**src/rtl/spell_dbg_pkg.sv**
```systemverilog
`default_nettype none
// ============================================================================
//  Module      : spell_dbg_pkg
//  Description : Shared constants for the spell debug-port host: command
//                op-codes, core register selects and the host FSM states.
//  Revision    : 1.0 - initial release
// ============================================================================
package spell_dbg_pkg;

  // Command op-codes presented on cmd_op; 5..7 are reserved
  localparam logic [2:0] OP_LOAD = 3'd0;
  localparam logic [2:0] OP_DUMP = 3'd1;
  localparam logic [2:0] OP_RUN  = 3'd2;
  localparam logic [2:0] OP_STEP = 3'd3;
  localparam logic [2:0] OP_WAIT = 3'd4;

  // Register selects, identical to the core's own 0..3 mapping
  localparam logic [1:0] REG_PC        = 2'd0;
  localparam logic [1:0] REG_SP        = 2'd1;
  localparam logic [1:0] REG_EXEC      = 2'd2;
  localparam logic [1:0] REG_STACK_TOP = 2'd3;

  // Response byte returned for a reserved op-code
  localparam logic [7:0] RSP_RESERVED = 8'hFF;

  // Host sequencer states
  typedef enum logic [2:0] {
    ST_IDLE    = 3'd0,
    ST_SHIFT   = 3'd1,
    ST_STROBE  = 3'd2,
    ST_DUMP    = 3'd3,
    ST_CAPTURE = 3'd4,
    ST_RUN     = 3'd5,
    ST_WAIT    = 3'd6,
    ST_RESP    = 3'd7
  } state_t;

endpackage : spell_dbg_pkg
`default_nettype wire

```
**src/rtl/spell_dbg_shifter.sv**
```systemverilog
`default_nettype none
// ============================================================================
//  Module      : spell_dbg_shifter
//  Description : 8-bit serialiser/deserialiser for the debug port. A parallel
//                load clears the bit counter; every shift moves the byte one
//                place towards the MSB and inserts ser_in at the LSB, so the
//                same register drives LOAD data out MSB-first and assembles
//                DUMP data MSB-first. done flags the eighth bit position.
//  Revision    : 1.0 - initial release
// ============================================================================
module spell_dbg_shifter (
  input  logic       clk,
  input  logic       rst,
  input  logic       load,
  input  logic [7:0] load_data,
  input  logic       shift,
  input  logic       ser_in,
  output logic [7:0] data,
  output logic       done
);

  logic [2:0] bit_cnt;

  // Parallel load takes priority over shifting; counter tracks bit position
  always_ff @(posedge clk) begin
    if (rst) begin
      data    <= 8'h00;
      bit_cnt <= 3'd0;
    end else if (load) begin
      data    <= load_data;
      bit_cnt <= 3'd0;
    end else if (shift) begin
      data    <= {data[6:0], ser_in};
      bit_cnt <= bit_cnt + 3'd1;
    end
  end

  // The eighth bit is in flight when the counter sits at its wrap value
  assign done = (bit_cnt == 3'd7);

endmodule : spell_dbg_shifter
`default_nettype wire

```
**src/rtl/spell_dbg_host.sv**
```systemverilog
`default_nettype none
// ============================================================================
//  Module      : spell_dbg_host
//  Description : Host-side initiator for the spell core serial debug port.
//                Takes LOAD / DUMP / RUN / STEP / WAIT commands on a
//                valid/ready interface and turns each one into the pin
//                sequence the core's 8-bit debug shift register expects.
//                DUMP results and WAIT status come back as single-cycle
//                responses on rsp_valid / rsp_data.
//  Options     : SPELL_DBG_TIMEOUT_EN - bounds WAIT with a TIMEOUT_W-bit
//                down-counter; when it expires the response carries
//                timeout_flag (rsp_data[0]) set.
//  Revision    : 1.0 - initial release
// ============================================================================
module spell_dbg_host
  import spell_dbg_pkg::*;
#(
  parameter int SAMPLE_DELAY = 0,
  parameter int TIMEOUT_W    = 16
) (
  input  logic       clk,
  input  logic       rst,
  input  logic       cmd_valid,
  output logic       cmd_ready,
  input  logic [2:0] cmd_op,
  input  logic [1:0] cmd_reg,
  input  logic [7:0] cmd_data,
  output logic       rsp_valid,
  output logic [7:0] rsp_data,
  output logic       dbg_run,
  output logic       dbg_step,
  output logic       dbg_load,
  output logic       dbg_dump,
  output logic       dbg_shift_in,
  output logic [1:0] dbg_reg_sel,
  input  logic       dbg_shift_out,
  input  logic       tgt_stop,
  input  logic       tgt_sleep
);

  // The capture delay counter has to reach SAMPLE_DELAY+1
  localparam int DLY_W = $clog2(SAMPLE_DELAY + 2);
  localparam logic [DLY_W-1:0] DLY_LAST = DLY_W'(SAMPLE_DELAY + 1);

  state_t           state;
  logic [DLY_W-1:0] dly_cnt;
  logic             shift_en;
  logic             capture_now;

  logic             sh_load;
  logic [7:0]       sh_load_data;
  logic             sh_shift;
  logic             sh_ser;
  logic [7:0]       sh_data;
  logic             sh_done;

`ifdef SPELL_DBG_TIMEOUT_EN
  logic [TIMEOUT_W-1:0] tmo_cnt;
`else
  // Without the counter the timeout can never fire
  localparam logic TIMEOUT_FLAG = (TIMEOUT_W < 0);
`endif

  // Only IDLE accepts a command, which forces a gap between commands
  assign cmd_ready = (state == ST_IDLE);

  // The shift-in pin follows the shifter MSB only while LOAD data is
  // streaming; at every other time (DUMP included) it is held low
  assign dbg_shift_in = shift_en & sh_data[7];

  // The first DUMP bit arrives SAMPLE_DELAY+1 cycles into CAPTURE
  assign capture_now = (state == ST_CAPTURE) && (dly_cnt == DLY_LAST);

  // Shifter control: load on acceptance, shift out during SHIFT, shift in
  // the core's serial output during the capture window
  always_comb begin
    sh_load      = 1'b0;
    sh_load_data = 8'h00;
    sh_shift     = 1'b0;
    sh_ser       = 1'b0;
    if ((state == ST_IDLE) && cmd_valid) begin
      sh_load      = 1'b1;
      sh_load_data = (cmd_op == OP_LOAD) ? cmd_data : 8'h00;
    end
    if (state == ST_SHIFT) begin
      sh_shift = 1'b1;
    end
    if (capture_now) begin
      sh_shift = 1'b1;
      sh_ser   = dbg_shift_out;
    end
  end

  spell_dbg_shifter u_shifter (
    .clk       (clk),
    .rst       (rst),
    .load      (sh_load),
    .load_data (sh_load_data),
    .shift     (sh_shift),
    .ser_in    (sh_ser),
    .data      (sh_data),
    .done      (sh_done)
  );

  // Command sequencer with registered pin and response outputs
  always_ff @(posedge clk) begin
    if (rst) begin
      state       <= ST_IDLE;
      dly_cnt     <= '0;
      shift_en    <= 1'b0;
      rsp_valid   <= 1'b0;
      rsp_data    <= 8'h00;
      dbg_run     <= 1'b0;
      dbg_step    <= 1'b0;
      dbg_load    <= 1'b0;
      dbg_dump    <= 1'b0;
      dbg_reg_sel <= REG_PC;
`ifdef SPELL_DBG_TIMEOUT_EN
      tmo_cnt     <= '0;
`endif
    end else begin
      case (state)
        ST_IDLE: begin
          if (cmd_valid) begin
            dbg_reg_sel <= cmd_reg;
            case (cmd_op)
              OP_LOAD: begin
                shift_en <= 1'b1;
                state    <= ST_SHIFT;
              end
              OP_DUMP: begin
                dbg_dump <= 1'b1;
                state    <= ST_DUMP;
              end
              OP_RUN, OP_STEP: begin
                dbg_run  <= 1'b1;
                dbg_step <= (cmd_op == OP_STEP);
                state    <= ST_RUN;
              end
              OP_WAIT: begin
`ifdef SPELL_DBG_TIMEOUT_EN
                tmo_cnt <= '1;
`endif
                state   <= ST_WAIT;
              end
              default: begin
                rsp_valid <= 1'b1;
                rsp_data  <= RSP_RESERVED;
                state     <= ST_RESP;
              end
            endcase
          end
        end

        // Eight data bits leave MSB-first; the last one is followed by the
        // load strobe with the data pin already returned low
        ST_SHIFT: begin
          if (sh_done) begin
            shift_en <= 1'b0;
            dbg_load <= 1'b1;
            state    <= ST_STROBE;
          end
        end

        // Shared settle cycle: ends the LOAD strobe, and gives RUN/STEP a
        // low cycle so the next run command always presents a fresh edge
        ST_STROBE: begin
          dbg_load  <= 1'b0;
          rsp_valid <= 1'b1;
          rsp_data  <= 8'h00;
          state     <= ST_RESP;
        end

        ST_DUMP: begin
          dbg_dump <= 1'b0;
          dly_cnt  <= '0;
          state    <= ST_CAPTURE;
        end

        // Wait out the core and pad latency, then take eight bits
        ST_CAPTURE: begin
          if (!capture_now) begin
            dly_cnt <= dly_cnt + DLY_W'(1);
          end else if (sh_done) begin
            rsp_valid <= 1'b1;
            rsp_data  <= {sh_data[6:0], dbg_shift_out};
            state     <= ST_RESP;
          end
        end

        ST_RUN: begin
          dbg_run  <= 1'b0;
          dbg_step <= 1'b0;
          state    <= ST_STROBE;
        end

        ST_WAIT: begin
          if (tgt_stop) begin
            rsp_valid <= 1'b1;
`ifdef SPELL_DBG_TIMEOUT_EN
            rsp_data  <= {6'b0, tgt_sleep, 1'b0};
`else
            rsp_data  <= {6'b0, tgt_sleep, TIMEOUT_FLAG};
`endif
            state     <= ST_RESP;
          end
`ifdef SPELL_DBG_TIMEOUT_EN
          else if (tmo_cnt == '0) begin
            rsp_valid <= 1'b1;
            rsp_data  <= {6'b0, tgt_sleep, 1'b1};
            state     <= ST_RESP;
          end else begin
            tmo_cnt <= tmo_cnt - TIMEOUT_W'(1);
          end
`endif
        end

        ST_RESP: begin
          rsp_valid <= 1'b0;
          rsp_data  <= 8'h00;
          state     <= ST_IDLE;
        end

        default: state <= ST_IDLE;
      endcase
    end
  end

endmodule : spell_dbg_host
`default_nettype wire

```
**config.mk**
```make
export PLATFORM = sky130hd
export DESIGN_NAME = spell_dbg_host
export DESIGN_NICKNAME = d
export VERILOG_FILES = /design/src/rtl/spell_dbg_pkg.sv /design/src/rtl/spell_dbg_shifter.sv /design/src/rtl/spell_dbg_host.sv
export SDC_FILE = /design/constraint.sdc
export NUM_CORES = 1
export LEC_CHECK = 0
export ABC_AREA = 1
export CORE_ASPECT_RATIO = 0.5
export CORE_MARGIN = 10
export CORE_UTILIZATION = 40
export DETAILED_ROUTE_END_ITERATION = 8
export GPL_TIMING_DRIVEN = 0
export HOLD_SLACK_MARGIN = 0.12
export PLACE_DENSITY = 0.64
export SYNTH_ARGS = -nofsm -noshare
export SYNTH_HDL_FRONTEND = slang
export SYNTH_SLANG_ARGS = --single-unit
```
**constraint.sdc**
```tcl
create_clock -name clk -period 2 [get_ports clk]
set_input_delay 0.4 -clock clk [delete_from_list [all_inputs] [get_ports clk]]
set_output_delay 0.4 -clock clk [all_outputs]
set_load 0.005 [all_outputs]
```
# ---- Word-level counts from Yosys, hierarchy flattened
# Index checks and enable logic that the tools add are counted.
dict set report op_classes {
  addsub 2
  eq_ne 22
  n_mux 43
  n_bitwise 1
  reduce_logical 25
}
# operator n
set ops {}
lappend ops {{8-bit two-way mux} 9}
lappend ops {{8-bit one-hot mux with 4 select lines} 1}
lappend ops {{3-bit one-hot mux with 8 select lines} 1}
lappend ops {{1-bit two-way mux} 19}
lappend ops {{3-bit equality test, second input constant} 6}
lappend ops {{3-bit two-way mux} 5}
lappend ops {{2-bit != test, second input constant} 7}
lappend ops {{3-bit by 2-bit equality test with 1-bit output, second input constant} 4}
lappend ops {{1-bit one-hot mux with 2 select lines} 6}
lappend ops {{3-bit one-hot mux with 4 select lines} 1}
lappend ops {{6-bit AND reduction} 2}
lappend ops {{2-bit nonzero test} 6}
lappend ops {{3-bit by 1-bit equality test with 1-bit output, second input constant} 2}
lappend ops {{3-bit logical NOT} 2}
lappend ops {{2-bit by 1-bit != test with 1-bit output, second input constant} 3}
lappend ops {{2-bit AND reduction} 3}
lappend ops {{3-bit AND reduction} 2}
lappend ops {{2-bit OR reduction} 3}
lappend ops {{1-bit one-hot mux with 5 select lines} 1}
lappend ops {{5-bit AND reduction} 1}
lappend ops {{5-bit nonzero test} 1}
lappend ops {{5-bit OR reduction} 1}
lappend ops {{4-bit AND reduction} 1}
lappend ops {{4-bit nonzero test} 1}
lappend ops {{4 further kinds} 5}
dict set report totals {
  ff_bits 31
  inputBits 19
  out_inout_bits 17
  word_cells 105
}

# ---- Logic depth before layout (Yosys ltp)
dict set report logic_depth {
  depth_word 5
  mapped_depth 11
  ltp_nobuf 9
}

# ---- By module
# A second synthesis with hierarchy kept.
dict set report hier_totals {
  cells_unflattened 259
  area_unflattened_um2 1821.7
}
# mod n_inst cells_per_inst area_per_inst_um2 seq_area_each_um2
set modules_own_cells {}
lappend modules_own_cells {spell_dbg_host 1 182 1285.0 400.4}
lappend modules_own_cells {spell_dbg_shifter 1 77 536.8 220.2}

# ---- Worst setup path before layout
# No wires, ideal clock.
dict set report synth_timing {
  path_kind {reg-to-reg}
  start {reg u_shifter.bit_cnt[0]}
  end {reg rsp_data[2]}
  setup_time_ns 0.114
  arrival_ns 1.309
  t_required_ns 1.886
  slack_ns 0.577
  path_stages_with_launch 10
  path_buffers 1
  synth_period_minus_slack_ns 1.423
  path_cell_list {dfxtp_1 > ha_1 > ha_1 > nand2_1 > nand3_1 > nand2_2 > nor2_8 > buf_12 > nor2_1 > nor2_2}
}
dict set report synth_between {
  elab_chain_cells 3
}
# item line
set synth_lines {}
lappend synth_lines {{from (decl)} spell_dbg_shifter.sv:22} ;# logic [2:0] bit_cnt;
lappend synth_lines {{from (signal assigned)} spell_dbg_shifter.sv:34} ;# bit_cnt <= bit_cnt + 3'd1;
lappend synth_lines {{3-bit equality test} spell_dbg_shifter.sv:39} ;# assign done = (bit_cnt == 3'd7);
lappend synth_lines {{2-bit != test (no source line)} n/a}
lappend synth_lines {{6-bit AND reduction (no source line)} n/a}
lappend synth_lines {{to (signal assigned)} spell_dbg_host.sv:186} ;# rsp_data <= {sh_data[6:0], dbg_shift_out};
lappend synth_lines {{to (signal assigned)} spell_dbg_host.sv:203} ;# rsp_data <= {6'b0, tgt_sleep, TIMEOUT_FLAG};
lappend synth_lines {{to (decl)} spell_dbg_host.sv:29} ;# output logic [7:0] rsp_data,
# Every way passes these cells.
# A chain may end at the register's enable or synchronous reset.

# ---- Worst setup path in the final report
dict set report layout_timing {
  start {reg state[1]}
  end {out cmd_ready}
}
dict set report layout_between {
  elab_chain_cells 1
}
# item line
set layout_lines {}
lappend layout_lines {{from (decl)} spell_dbg_host.sv:45} ;# state_t state;
lappend layout_lines {{from (signal assigned)} spell_dbg_host.sv:108} ;# state <= ST_IDLE;
lappend layout_lines {{from (signal assigned)} spell_dbg_host.sv:129} ;# state <= ST_SHIFT;
lappend layout_lines {{from (signal assigned)} spell_dbg_host.sv:133} ;# state <= ST_DUMP;
lappend layout_lines {{3-bit logical NOT} spell_dbg_host.sv:65} ;# assign cmd_ready = (state == ST_IDLE);
lappend layout_lines {{to (decl)} spell_dbg_host.sv:24} ;# output logic cmd_ready,
# Every way passes these cells.

==> run metrics <==
Worst path max stage delay 0.53 ns; simple-gate share of the synthesized area 0.426; FMAX 519 MHz; Root Buffer clkbuf_8; Clock Skews 0.00528 ns; crit path cell chain buf_6, inv_6, nand2_4, nor2_8, clkdlybuf4s50_1; Synth Area in XOR/XNOR 0; Gate power share 0.546; number of global-route vias before repair 1522; Slew Viols, Final 0; Clock Latency Late Sink 0.28 ns; Hold-fix buffers, CTS 0; GR Overflow Total 0; input/output buffers 35; worst-margin pin slew 0.504 ns; routed len/inst 12.4 µm; fraction of registers with async set or reset after synthesis 0; final non-filler cell total 352; CTS max path bufs 2; Net Switching 1400 µW; initial antenna violation count 0; synthesis warning total 0; CP delay by family, top buffers and inverters; compound-cell area share of the yosys netlist 0.105; overall global routing resource usage 0.117; I/O pin count 36; CP Data Arrival Time 1.53 ns; Synth Cell Area 1760 µm²; Power Total 3300 µW; worst hold path type reg -> reg; Peak VDD IR 0.481 mV; worst rel slew slack 0.664; largest family of logic cells by synthesized area simple AND/OR/NAND/NOR gates; Pre-antenna DRT Iters 4; Remaining DRCs 0; pwr dens 1450 nW/µm²; starting DRC count in detailed routing 80; syn nets 276; Worst Path Buf+Inv 3; layout cells sized above 1 0.161; WS Path Type reg -> out; Synth cell types 29; HPWL after detailed placement 3420 µm; Pint 1910 µW; CTS tree done; crit path time final 1.93 ns; Clock transition at path regs 0.06 ns; Vias 1680; Initial Utilization 0.433; RSZ-0062 raised after global routing no; setup TNS 0 ns; Cells after DPL 344; total of max-cap violations 0; first-pass GRT wire length 7150 µm; slowest library cell on the worst path clkdlybuf4s50_1; sequential share of power 0.289; Fin. Hold Viols 0; H-tree depth 2; Resize count post-CTS 0; fraction of the mapped netlist area in adder cells 0.0142; CP endpoint kind primary output; run status finished, final reports clean; Final ANT Viol Nets 0; peak fanout along the critical path 8; DIE AREA 7610 µm²; # setup viols final 0; GPL Wtd Cong 0.862; Vias per Instance 4.77; largest net degree at the start of global routing 11; Seq/Total Area, Yosys 0.353; Primary FF master, synth dfxtp_1; setup repair bufs after CTS 0; Num CTS Buffers 5; core area 4060 µm²; multiplexer share of the synthesized area 0; Worst Setup Start Kind flop; Post-Route WL 4370 µm; Sink Count 31; synthesized flop and latch total 31; Layout Area Growth over Synthesis 29.5%; DIE WIDTH 114 µm; leak pwr 0.00102 µW; nets@finish 318; Die H 66.9 µm; Antenna Cells 0; Req. time, crit path 1.60 ns; Core Util, Final 0.560; Switching Share 0.423; Avg Cell Area, Syn 6.89 µm²; number of flops mapped to enable cells by yosys 0; clock power share 0.165; standard-cell rows 16; period utilisation layout 0.963; Post-Syn Instances 255
metrics by stage:
step | hold WS [ns] | setup WS (ns) | area (µm²)
global placement | 0.451 | 0.110 | 2180
detailed placement | 0.456 | 0.0915 | 2180
finish | 0.460 | 0.0740 | 2280
CTS | 0.469 | 0.0602 | 2280
global route | 0.506 | 0.0169 | 2280
floorplan | 0.453 | 0.577 | 1760
final cells by class:
class                   instances  area, µm²
repair buffers                 35        350
multi-input cells             192        958
clock buffers                   8        100
flip-flops and latches         31        621
plain buffers                   8       81.3
fillers                       424       1790
well taps                      54       67.6
inverters                      24       97.6
worst paths after layout:
path         cells after the start            startpoint     endpoint  slack, ns
min reg2reg                      2              dbg_step     dbg_step       0.46
min                              2              dbg_step     dbg_step       0.46
max reg2reg                     10  u_shifter.bit_cnt[0]  rsp_data[3]       0.37
max                              5              state[1]    cmd_ready       0.07
cells by family after synthesis:
logic type,Yosys count
AO/OA/AOI/OAI,36
buffers and inverters,32
adder cells (fa/ha/maj),2
flip-flops,31
AND/OR/NAND/NOR,154
power by group through the flow:
| stage | clock, µW | sequential [µW] | combinational [µW] |
|---|---|---|---|
| 4_1_cts | 563 | 954 | 1810 |
| 5_1_grt | 590 | 984 | 2020 |
| 3_3_place_gp | 0 | 961 | 1790 |
| 3_5_place_dp | 0 | 966 | 1800 |
| 2_1_floorplan | 0 | 951 | 1300 |
| 6_report | 546 | 954 | 1800 |
synthesized netlist by cell type, types with 2 or more instances:
library cell	count	area, µm²
nand4_1	5	31.3
ha_1	2	25.0
inv_1	18	67.6
nor2_1	33	124
clkinv_1	2	7.51
nor2_8	2	40.0
nor2_2	15	93.8
inv_2	2	7.51
o21ai_1	2	10.0
o21ai_0	10	50.1
nand2_2	6	37.5
a21oi_1	22	110
nand3_1	12	60.1
nand2_1	70	263
nor2_4	2	22.5
buf_6	4	45.0
dfxtp_1	31	621
nand2_4	4	45.0
nor3_1	3	15.0
per-layer routing:
layer  share of wire  global-route usage  up-vias
li1                -                   -      894
met1            0.52               0.157      745
met2            0.39               0.161       36
met3           0.081              0.0483        5
met4           0.011              0.0425        0
met5               0                   0        -
flip-flops by register name, indices dropped and copies added (netlist names):
name               flops
rsp_data               8
u_shifter.data         8
state                  3
u_shifter.bit_cnt      3
dbg_reg_sel            2
dbg_dump               1
dbg_load               1
dbg_run                1
dbg_step               1
dly_cnt                1
rsp_valid              1
shift_en               1
layout by cell type, fill, tap and decap left out, drive strengths merged:
| cell | Yosys | layout |
|---|---|---|
| nor3 | 3 | 3 |
| a21oi | 22 | 22 |
| nand3b | 1 | 1 |
| ha | 2 | 2 |
| clkdlybuf4s50 | 0 | 35 |
| o21ai | 12 | 12 |
| inv | 22 | 22 |
| a21boi | 1 | 1 |
| clkinv | 2 | 2 |
| buf | 7 | 7 |
| a31oi | 1 | 1 |
| dfxtp | 31 | 31 |
| nand2 | 80 | 80 |
| clkbuf | 1 | 9 |
| nor2 | 52 | 52 |
| nand4 | 5 | 5 |
| nand3 | 13 | 13 |
worst register-to-register path, stage by stage, from the launching register on:
cell,delay (ns)
dfxtp_1,0.36
ha_1,0.17
ha_1,0.23
nand2_1,0.08
nand3_1,0.10
nand2_2,0.12
nor2_8,0.18
buf_12,0.15
nand2_2,0.05
nand2_1,0.07
nor2_2,0.03
Power figures use the tool's default switching activity.
